==> src/rtl/bcd_entry_controller.sv <==
// Keypad decimal-entry front end. It assembles a 4-digit signed BCD operand and
// converts it to a saturated 12-bit two's-complement value with one MAC per clock.
module bcd_entry_controller (
  input  logic        clk,
  input  logic        rst_n,
  input  logic        key_valid,
  input  logic [3:0]  key_code,
  output logic        key_ready,
  output logic [3:0]  digit3,
  output logic [3:0]  digit2,
  output logic [3:0]  digit1,
  output logic [3:0]  digit0,
  output logic        neg,
  output logic [2:0]  digit_count,
  output logic [11:0] val_out,
  output logic        val_valid,
  output logic        val_err
);

  typedef enum logic [1:0] {ENTRY, CONV, DONE} state_t;

  state_t      state;
  logic [13:0] acc;
  logic [1:0]  step;
  logic [3:0]  mac_digit;
  logic [13:0] mac_next;
  logic [11:0] sat_val;
  logic        sat_err;

  // Step 0 consumes the most significant digit.
  always_comb begin
    mac_digit = digit3;
    case (step)
      2'd0:    mac_digit = digit3;
      2'd1:    mac_digit = digit2;
      2'd2:    mac_digit = digit1;
      default: mac_digit = digit0;
    endcase
  end

  assign mac_next = (acc * 14'd10) + {10'd0, mac_digit};

  // A negative magnitude of exactly 2048 is representable, so it is not saturated.
  always_comb begin
    sat_val = acc[11:0];
    sat_err = 1'b0;
    if (!neg && (acc > 14'd2047)) begin
      sat_val = 12'h7FF;
      sat_err = 1'b1;
    end else if (neg && (acc > 14'd2048)) begin
      sat_val = 12'h800;
      sat_err = 1'b1;
    end else if (neg) begin
      sat_val = 12'd0 - acc[11:0];
    end
  end

  always_ff @(posedge clk or negedge rst_n) begin
    if (!rst_n) begin
      state       <= ENTRY;
      key_ready   <= 1'b1;
      digit3      <= 4'd0;
      digit2      <= 4'd0;
      digit1      <= 4'd0;
      digit0      <= 4'd0;
      neg         <= 1'b0;
      digit_count <= 3'd0;
      acc         <= 14'd0;
      step        <= 2'd0;
      val_out     <= 12'd0;
      val_valid   <= 1'b0;
      val_err     <= 1'b0;
    end else begin
      val_valid <= 1'b0;
      case (state)
        ENTRY: begin
          if (key_valid && key_ready) begin
            case (key_code)
              4'hA: neg <= ~neg;
              4'hB: begin
                if (digit_count != 3'd0) begin
                  digit0      <= digit1;
                  digit1      <= digit2;
                  digit2      <= digit3;
                  digit3      <= 4'd0;
                  digit_count <= digit_count - 3'd1;
                end
              end
              4'hC: begin
                digit3      <= 4'd0;
                digit2      <= 4'd0;
                digit1      <= 4'd0;
                digit0      <= 4'd0;
                neg         <= 1'b0;
                digit_count <= 3'd0;
              end
              4'hE: begin
                state     <= CONV;
                acc       <= 14'd0;
                step      <= 2'd0;
                key_ready <= 1'b0;
              end
              default: begin
                if ((key_code <= 4'd9) && (digit_count < 3'd4)) begin
                  digit3      <= digit2;
                  digit2      <= digit1;
                  digit1      <= digit0;
                  digit0      <= key_code;
                  digit_count <= digit_count + 3'd1;
                end
              end
            endcase
          end
        end
        CONV: begin
          acc  <= mac_next;
          step <= step + 2'd1;
          if (step == 2'd3) state <= DONE;
        end
        DONE: begin
          val_out     <= sat_val;
          val_err     <= sat_err;
          val_valid   <= 1'b1;
          digit3      <= 4'd0;
          digit2      <= 4'd0;
          digit1      <= 4'd0;
          digit0      <= 4'd0;
          neg         <= 1'b0;
          digit_count <= 3'd0;
          key_ready   <= 1'b1;
          state       <= ENTRY;
        end
        default: begin
          state     <= ENTRY;
          key_ready <= 1'b1;
        end
      endcase
    end
  end

endmodule

==> config.mk <==
export PLATFORM = sky130hd
export DESIGN_NAME = bcd_entry_controller
export DESIGN_NICKNAME = d
export VERILOG_FILES = /design/src/rtl/bcd_entry_controller.sv
export SDC_FILE = /design/constraint.sdc
export NUM_CORES = 1
export LEC_CHECK = 0
export ABC_AREA = 1
export CAP_MARGIN = 20
export CORE_MARGIN = 2
export CORE_UTILIZATION = 43
export CTS_CLUSTER_DIAMETER = 120
export DETAILED_ROUTE_END_ITERATION = 8
export GPL_TIMING_DRIVEN = 0
export SYNTH_ARGS = -nofsm -noshare
export SYNTH_HDL_FRONTEND = slang
export SYNTH_SLANG_ARGS = --single-unit
==> constraint.sdc <==
create_clock -name clk -period 5.85 [get_ports clk]
set_input_delay 1.17 -clock clk [delete_from_list [all_inputs] [get_ports clk]]
set_output_delay 1.17 -clock clk [all_outputs]
set_load 0.02 [all_outputs]
==> metrics.txt, run 1 <==
# TYPE chip_impl_metric gauge
chip_impl_info{name="result_of_the_run",value="completed"} 1
chip_impl_metric{name="overflow_after_grt",unit=""} 0
chip_impl_info{name="root_buffer",value="sky130_fd_sc_hd__clkbuf_8"} 1
chip_impl_metric{name="async_reset_ff_share",unit="%"} 100
chip_impl_metric{name="die_height",unit="um"} 96.1
chip_impl_metric{name="worst_skew_pair.late_latency",unit="ps"} 310
chip_impl_metric{name="detailed_place.area",unit="mm2"} 0.00420
chip_impl_metric{name="synth_seq_area_share",unit="%"} 36.4
chip_impl_info{name="hold_path_class",value="flip-flop to flip-flop"} 1
chip_impl_info{name="setup_repair_after_global_routing_missed_its_margin",value="no"} 1
chip_impl_metric{name="timing.setup.tns",unit="ps"} 0
chip_impl_metric{name="cts-root-to-sink-buffers",unit=""} 2
chip_impl_metric{name="synth_enable_flop_cells",unit=""} 0
chip_impl_metric{name="tightest_slew",unit="ps"} 586
chip_impl_metric{name="slew_violations",unit=""} 0
chip_impl_metric{name="fp.coreArea",unit="mm2"} 0.00822
chip_impl_metric{name="fmax",unit="MHz"} 350
chip_impl_metric{name="min_period_over_period",unit="%"} 48.9
chip_impl_metric{name="maximum_number_of_pins_on_one_net_before_global_route_repair",unit=""} 34
chip_impl_metric{name="finalCoreUtilization",unit="%"} 52.2
chip_impl_metric{name="avgViaCountPerCell",unit=""} 5.30
chip_impl_metric{name="synth.top_cell.area_share",unit="%"} 35.7
chip_impl_metric{name="cts_setup_buffers",unit=""} 0
chip_impl_metric{name="routed-via-count",unit=""} 3437
chip_impl_metric{name="post-route-min-period",unit="ps"} 2860
chip_impl_info{name="cts_tree",value="built"} 1
chip_impl_info{name="final_cell_mix",value="sky130_fd_sc_hd__nand2_1, sky130_fd_sc_hd__inv_1, sky130_fd_sc_hd__nand3_1, sky130_fd_sc_hd__dfrtp_1, sky130_fd_sc_hd__clkdlybuf4s50_1"} 1
chip_impl_info{name="postSynth.topFlopCell",value="sky130_fd_sc_hd__dfrtp_1"} 1
chip_impl_metric{name="grt_pass1_vias",unit=""} 3174
chip_impl_metric{name="ys_warn_count",unit=""} 0
chip_impl_metric{name="net_count_reported_at_finish",unit=""} 581
chip_impl_metric{name="share_of_post_route_cells_with_drive_strength_above_1",unit="%"} 4.96
chip_impl_metric{name="dp_hpwl",unit="um"} 7370
chip_impl_metric{name="cp_data_arrival_time",unit="ps"} 3110
chip_impl_metric{name="die_w",unit="um"} 96.1
chip_impl_metric{name="mappedNetlistNets",unit=""} 532
chip_impl_metric{name="finClkSkew",unit="ps"} 8.02
chip_impl_metric{name="drt_iter0_markers",unit=""} 235
chip_impl_metric{name="postLayoutCellArea",unit="mm2"} 0.00429
chip_impl_metric{name="fp-row-count",unit=""} 33
chip_impl_metric{name="drt_wl_total",unit="um"} 9380
chip_impl_metric{name="synth_cell_type_count",unit=""} 34
chip_impl_metric{name="syn-cell-area",unit="mm2"} 0.00364
chip_impl_metric{name="htreeDepth",unit=""} 2
chip_impl_metric{name="grt_pass1_wl",unit="um"} 15400
chip_impl_metric{name="average_instance_area_after_synthesis",unit="um2"} 7.36
chip_impl_info{name="leading_cell_type_in_the_layout_fill_and_taps_excluded",value="sky130_fd_sc_hd__nand2_1"} 1
chip_impl_metric{name="cts.reportedPaths.clkPinSlew",unit="ps"} 100
chip_impl_metric{name="synthToLayoutAreaGrowth",unit="%"} 17.7
chip_impl_metric{name="pin_count",unit=""} 42
chip_impl_metric{name="gp_congestion",unit=""} 0.839
chip_impl_metric{name="grt_antenna_before_repair",unit=""} 0
chip_impl_info{name="netlist.top_cell.by_area",value="sky130_fd_sc_hd__dfrtp_1"} 1
chip_impl_metric{name="worst-path-max-fanout",unit=""} 9
chip_impl_info{name="worst_setup_path_end_kind",value="flip-flop"} 1
chip_impl_metric{name="cts-resized-gates",unit=""} 0
chip_impl_metric{name="ys_seq_elements",unit=""} 53
chip_impl_metric{name="netlist_instances",unit=""} 495
chip_impl_metric{name="final_antenna_net_count",unit=""} 0
chip_impl_metric{name="post_cts_hold_buffer_count",unit=""} 0
chip_impl_info{name="timing.critical_path.from_type",value="flip-flop"} 1
chip_impl_metric{name="worst_slew_margin",unit="%"} 60.8
chip_impl_metric{name="avgRoutedWirePerCell",unit="um"} 14.4
chip_impl_metric{name="finalHoldViolCount",unit=""} 0
chip_impl_metric{name="cts_num_sinks",unit=""} 53
chip_impl_metric{name="detail_route.drc_violations",unit=""} 0
chip_impl_metric{name="number_of_endpoints_failing_setup_at_the_final_stage",unit=""} 0
chip_impl_metric{name="worst_ep_required_time",unit="ps"} 6100
chip_impl_metric{name="max_cap_viol_count",unit=""} 0
chip_impl_info{name="criticalPathCategory",value="flip-flop to flip-flop"} 1
chip_impl_metric{name="start_util",unit="%"} 44.4
chip_impl_metric{name="die-area",unit="mm2"} 0.00923
chip_impl_metric{name="dr.pass1.iters",unit=""} 5
chip_impl_metric{name="grt_usage",unit="%"} 21.4
chip_impl_metric{name="antenna_cells",unit=""} 0
chip_impl_info{name="synthTopCellsByArea",value="sky130_fd_sc_hd__dfrtp_1, sky130_fd_sc_hd__nand2_1, sky130_fd_sc_hd__ha_1"} 1
chip_impl_metric{name="cts_buffers",unit=""} 5
chip_impl_metric{name="port_buffers",unit=""} 41
==> worst paths after layout <==
check                                 from         end  slack, ps  cells after the start
min in group asynchronous            rst_n     acc[13]        820                      1
max in group asynchronous            rst_n   key_ready       4410                      2
worst max-delay path               step[0]     acc[13]       2990                     16
worst max register to register     step[0]     acc[13]       2990                     16
worst min register to register  val_out[2]  val_out[2]        490                      1
worst min-delay path            val_out[2]  val_out[2]        490                      1
==> metal layers <==
metal	GRT usage [%]	vias up	share of wire (%)
met3	2.74	10	3.6
met4	5.48	0	1.0
li1	-	1732	-
met2	31.2	81	43
met5	0	-	0
met1	33.2	1614	52
==> state kept, by name, indices dropped and copies added, names as in the netlist, 2 cells and up <==
register / count
acc: 14
val_out: 12
digit0: 4
digit1: 4
digit2: 4
digit3: 4
digit_count: 3
state: 2
step: 2
==> area by class of cell <==
type | count | area (um2)
fill | 830 | 3930
multi-input combinational | 356 | 1970
sequential | 53 | 1330
timing repair buffer | 42 | 425
inverter | 74 | 278
tap | 105 | 131
clock buffer | 6 | 82.6
buffer | 12 | 67.6
clock inverter | 1 | 7.51
==> Yosys cell counts, types with 2 or more instances <==
| master | instances |
|---|---|
| sky130_fd_sc_hd__fa_1 | 3 |
| sky130_fd_sc_hd__nand3_1 | 52 |
| sky130_fd_sc_hd__nor3_1 | 2 |
| sky130_fd_sc_hd__nand2_1 | 116 |
| sky130_fd_sc_hd__o22ai_1 | 17 |
| sky130_fd_sc_hd__inv_1 | 71 |
| sky130_fd_sc_hd__nand2_2 | 2 |
| sky130_fd_sc_hd__o221ai_1 | 2 |
| sky130_fd_sc_hd__ha_1 | 27 |
| sky130_fd_sc_hd__clkbuf_1 | 4 |
| sky130_fd_sc_hd__o21ai_1 | 8 |
| sky130_fd_sc_hd__a211oi_1 | 3 |
| sky130_fd_sc_hd__buf_2 | 6 |
| sky130_fd_sc_hd__xnor2_1 | 4 |
| sky130_fd_sc_hd__nor2_1 | 39 |
| sky130_fd_sc_hd__nand4_1 | 3 |
| sky130_fd_sc_hd__inv_2 | 2 |
| sky130_fd_sc_hd__or2_2 | 2 |
| sky130_fd_sc_hd__buf_6 | 2 |
| sky130_fd_sc_hd__o21ai_0 | 30 |
| sky130_fd_sc_hd__dfrtp_1 | 52 |
| sky130_fd_sc_hd__xor2_1 | 9 |
| sky130_fd_sc_hd__a21oi_1 | 28 |
==> per-stage QoR <==
step                      worst slack, ps  cells  hold slack (ps)
final                                2990    649              495
after global routing                 2650    649              535
after CTS                            2970    649              503
after detailed placement             2810    642              481
after global placement               1980    641              477
after floorplan                      3440    495              450
==> critical path: stages (launching register included) <==
cell and delay [ps]:
sky130_fd_sc_hd__dfrtp_1 420, sky130_fd_sc_hd__ha_1 160, sky130_fd_sc_hd__clkbuf_1 310, sky130_fd_sc_hd__a211oi_1 90, sky130_fd_sc_hd__a21oi_1 190, sky130_fd_sc_hd__ha_1 230
sky130_fd_sc_hd__fa_1 200, sky130_fd_sc_hd__nand2_1 70, sky130_fd_sc_hd__nand2_1 90, sky130_fd_sc_hd__nand3_1 100, sky130_fd_sc_hd__nor2_1 150, sky130_fd_sc_hd__nand2_1 110
sky130_fd_sc_hd__nor2_1 140, sky130_fd_sc_hd__nand3_1 160, sky130_fd_sc_hd__o21ai_0 210, sky130_fd_sc_hd__nand3_1 90, sky130_fd_sc_hd__nand2_1 80
==> logic make-up after synthesis <==
kind of cell,after synthesis,share of synthesized area (%)
adder cells (fa/ha/maj),30,10.9
buffers and inverters,86,9.47
AO/OA/AOI/OAI,95,15.0
AND/OR/NAND/NOR,218,25.1
flip-flops,53,36.4
XOR/XNOR,13,3.12
Power of run 1 is not shown: default switching activity piles up to over one toggle a cycle in this logic, so the estimate is an artifact.
==> inputs of run 2 (changes only) <==
PLACE_DENSITY = 0.66   (was default)
clock period = 2.3 ns   (was 5.85 ns; I/O delays follow)
==> metrics.txt, run 2 (synthesis results as in run 1) <==
# TYPE chip_impl_metric gauge
chip_impl_metric{name="detail_route.drc_violations",unit=""} 0
chip_impl_metric{name="post_cts_hold_buffer_count",unit=""} 0
chip_impl_info{name="root_buffer",value="sky130_fd_sc_hd__clkbuf_8"} 1
chip_impl_info{name="worst_setup_path_end_kind",value="flip-flop"} 1
chip_impl_metric{name="drt_iter0_markers",unit=""} 231
chip_impl_metric{name="die_w",unit="um"} 96.1
chip_impl_metric{name="final-seq-area",unit="mm2"} 0.00134
chip_impl_metric{name="cts-root-to-sink-buffers",unit=""} 2
chip_impl_info{name="hold_path_class",value="input pin to asynchronous set/reset pin"} 1
chip_impl_metric{name="fillCellCount",unit=""} 746
chip_impl_metric{name="dr.pass1.iters",unit=""} 5
chip_impl_metric{name="finClkSkew",unit="ps"} 8.97
chip_impl_metric{name="die_height",unit="um"} 96.1
chip_impl_metric{name="overflow_after_grt",unit=""} 0
chip_impl_metric{name="net_count_reported_at_finish",unit=""} 604
chip_impl_metric{name="pin_count",unit=""} 42
chip_impl_metric{name="finalHoldViolCount",unit=""} 0
chip_impl_metric{name="final_critical_path_setup_slack",unit="ps"} -264
chip_impl_metric{name="worst_setup_slack_before_clock_tree_synthesis",unit="ps"} -415
chip_impl_metric{name="fmax",unit="MHz"} 390
chip_impl_metric{name="worst_ep_required_time",unit="ps"} 2500
chip_impl_metric{name="port_buffers",unit=""} 41
chip_impl_metric{name="multi_input_area",unit="mm2"} 0.00230
chip_impl_metric{name="grt_pass1_vias",unit=""} 3438
chip_impl_metric{name="slew_violations",unit=""} 0
chip_impl_info{name="largest-register",value="acc"} 1
chip_impl_metric{name="dpl.cell_count",unit=""} 642
chip_impl_metric{name="cts_num_sinks",unit=""} 53
chip_impl_metric{name="worst_slew_margin",unit="%"} 60.4
chip_impl_info{name="cts_tree",value="built"} 1
chip_impl_metric{name="dp_hpwl",unit="um"} 7070
chip_impl_metric{name="fp-row-count",unit=""} 33
chip_impl_metric{name="antenna_cells",unit=""} 0
chip_impl_metric{name="routed-via-count",unit=""} 3610
chip_impl_info{name="worstSetupStartpoint",value="step[1]"} 1
chip_impl_metric{name="flip_flop_count_of_the_largest_register_after_layout",unit=""} 14
chip_impl_info{name="setup_repair_after_global_routing_missed_its_margin",value="yes"} 1
chip_impl_metric{name="worst-path-max-fanout",unit=""} 4
chip_impl_metric{name="avgRoutedWirePerCell",unit="um"} 15.0
chip_impl_info{name="failing_checks",value="negative setup slack"} 1
chip_impl_metric{name="synthToLayoutAreaGrowth",unit="%"} 33.5
chip_impl_metric{name="share_of_post_route_cells_with_drive_strength_above_1",unit="%"} 21.1
chip_impl_info{name="final_cell_mix",value="sky130_fd_sc_hd__nand2_1, sky130_fd_sc_hd__inv_1, sky130_fd_sc_hd__nand3_1, sky130_fd_sc_hd__dfrtp_1, sky130_fd_sc_hd__clkdlybuf4s50_1"} 1
chip_impl_metric{name="tightest_slew",unit="ps"} 592
chip_impl_metric{name="number_of_endpoints_failing_setup_at_the_final_stage",unit=""} 8
chip_impl_metric{name="htreeDepth",unit=""} 2
chip_impl_metric{name="fp.coreArea",unit="mm2"} 0.00822
chip_impl_metric{name="avgViaCountPerCell",unit=""} 5.36
chip_impl_metric{name="hold_ws",unit="ps"} 101
chip_impl_metric{name="die-area",unit="mm2"} 0.00923
chip_impl_metric{name="instances_no_fill",unit=""} 673
chip_impl_metric{name="cp_data_arrival_time",unit="ps"} 2770
chip_impl_metric{name="grt_antenna_before_repair",unit=""} 0
chip_impl_metric{name="max_cap_viol_count",unit=""} 0
chip_impl_info{name="rr_endpoint",value="acc[9]"} 1
chip_impl_info{name="critPathCapture",value="acc[9]"} 1
chip_impl_metric{name="maximum_number_of_pins_on_one_net_before_global_route_repair",unit=""} 34
chip_impl_info{name="leading_registers_by_flop_count",value="acc x14, val_out x12"} 1
chip_impl_metric{name="grt_pass1_wl",unit="um"} 16000
chip_impl_metric{name="final_antenna_net_count",unit=""} 0
chip_impl_info{name="leading_cell_type_in_the_layout_fill_and_taps_excluded",value="sky130_fd_sc_hd__nand2_1"} 1
chip_impl_metric{name="cts.reportedPaths.clkPinSlew",unit="ps"} 100
chip_impl_metric{name="post-route-min-period",unit="ps"} 2560
chip_impl_metric{name="reg2regPathDepth",unit=""} 17
chip_impl_info{name="worst_r2r_startpoint",value="step[1]"} 1
chip_impl_info{name="timing.critical_path.from_type",value="flip-flop"} 1
chip_impl_metric{name="drt_wl_total",unit="um"} 10100
chip_impl_metric{name="gp_congestion",unit=""} 0.914
chip_impl_metric{name="reg2reg_setup_slack",unit="ps"} -260
chip_impl_metric{name="cts_buffers",unit=""} 5
chip_impl_metric{name="min_period_over_period",unit="%"} 111
chip_impl_metric{name="start_util",unit="%"} 44.4
chip_impl_metric{name="grt_usage",unit="%"} 22.0
chip_impl_info{name="result_of_the_run",value="finished, violations left"} 1
chip_impl_metric{name="worst_skew_pair.late_latency",unit="ps"} 310
chip_impl_info{name="criticalPathCategory",value="flip-flop to flip-flop"} 1
==> run 2: cell types whose count changed in the layout (fill, tap and decap cells not counted), moves of 5 or more <==
cell	delta
sky130_fd_sc_hd__ha_1	-9
sky130_fd_sc_hd__nand2_1	-15
sky130_fd_sc_hd__buf_6	+6
sky130_fd_sc_hd__dfrtp_2	+7
sky130_fd_sc_hd__buf_4	+18
sky130_fd_sc_hd__inv_1	-7
sky130_fd_sc_hd__ha_4	+8
sky130_fd_sc_hd__nor2_1	-5
sky130_fd_sc_hd__dfrtp_1	-7
sky130_fd_sc_hd__o22ai_1	-5
sky130_fd_sc_hd__nand3_2	+5
sky130_fd_sc_hd__nand3_1	-7
sky130_fd_sc_hd__o21ai_0	-5
sky130_fd_sc_hd__nand2_2	+15
==> run 2: through the flow <==
stage	util [%]	instance area [um2]	TNS (ps)
4_1_cts	56.5	4640	-1590
5_1_grt	59.2	4870	-2840
3_3_place_gp	51.1	4200	-47900
3_5_place_dp	51.3	4210	-2390
2_1_floorplan	-	3660	-102
6_report	59.2	4870	-1550
==> run 2: worst max-delay path: stages, from the launching register on <==
cell                       delay (ps)
sky130_fd_sc_hd__dfrtp_1          400
sky130_fd_sc_hd__inv_2             70
sky130_fd_sc_hd__buf_4            140
sky130_fd_sc_hd__ha_4             180
sky130_fd_sc_hd__a211oi_4         240
sky130_fd_sc_hd__a21oi_2           60
sky130_fd_sc_hd__ha_2             190
sky130_fd_sc_hd__fa_2             400
sky130_fd_sc_hd__nand2_2          100
sky130_fd_sc_hd__nand2_2           80
sky130_fd_sc_hd__nand3_4           80
sky130_fd_sc_hd__nor2_4            40
sky130_fd_sc_hd__nand2_2           90
sky130_fd_sc_hd__buf_4            100
sky130_fd_sc_hd__buf_4            100
sky130_fd_sc_hd__o21ai_2           40
sky130_fd_sc_hd__nand3_1           80
sky130_fd_sc_hd__o21ai_1           70
==> run 2: layout make-up <==
class                      count  area share, %
buffer                        11           1.31
clock buffer                   7           1.77
clock inverter                 1          0.617
inverter                      74           5.86
multi-input combinational    356           47.4
sequential                    53           27.5
tap                          105           2.70
timing repair buffer          66           12.9
==> run 2: layer usage <==
| layer | global-route usage (%) | wire length [um] |
|---|---|---|
| met5 | 0 | 0 |
| met4 | 4.29 | 92 |
| met3 | 2.90 | 327 |
| met2 | 38.4 | 5190 |
| met1 | 29.2 | 4460 |
==> run 2: worst min-delay path by stage <==
stage,slack (ps),from,endpoint,cells after the start
after detailed placement,450,rst_n,acc[12],1
after floorplan,160,rst_n,acc[0],0
after CTS,110,rst_n,acc[12],1
final,100,rst_n,acc[12],1
after global placement,470,acc[13],acc[13],2
after global routing,130,rst_n,acc[12],1
==> run 2: repair_timing <==
| item | in CTS | in global routing |
|---|---|---|
| gates resized for setup | 46 | 49 |
| pin swaps | 22 | 21 |
| setup buffers | 20 | 10 |
| setup endpoints to repair | 7 | 11 |
Power of run 2 is left out for the same reason.
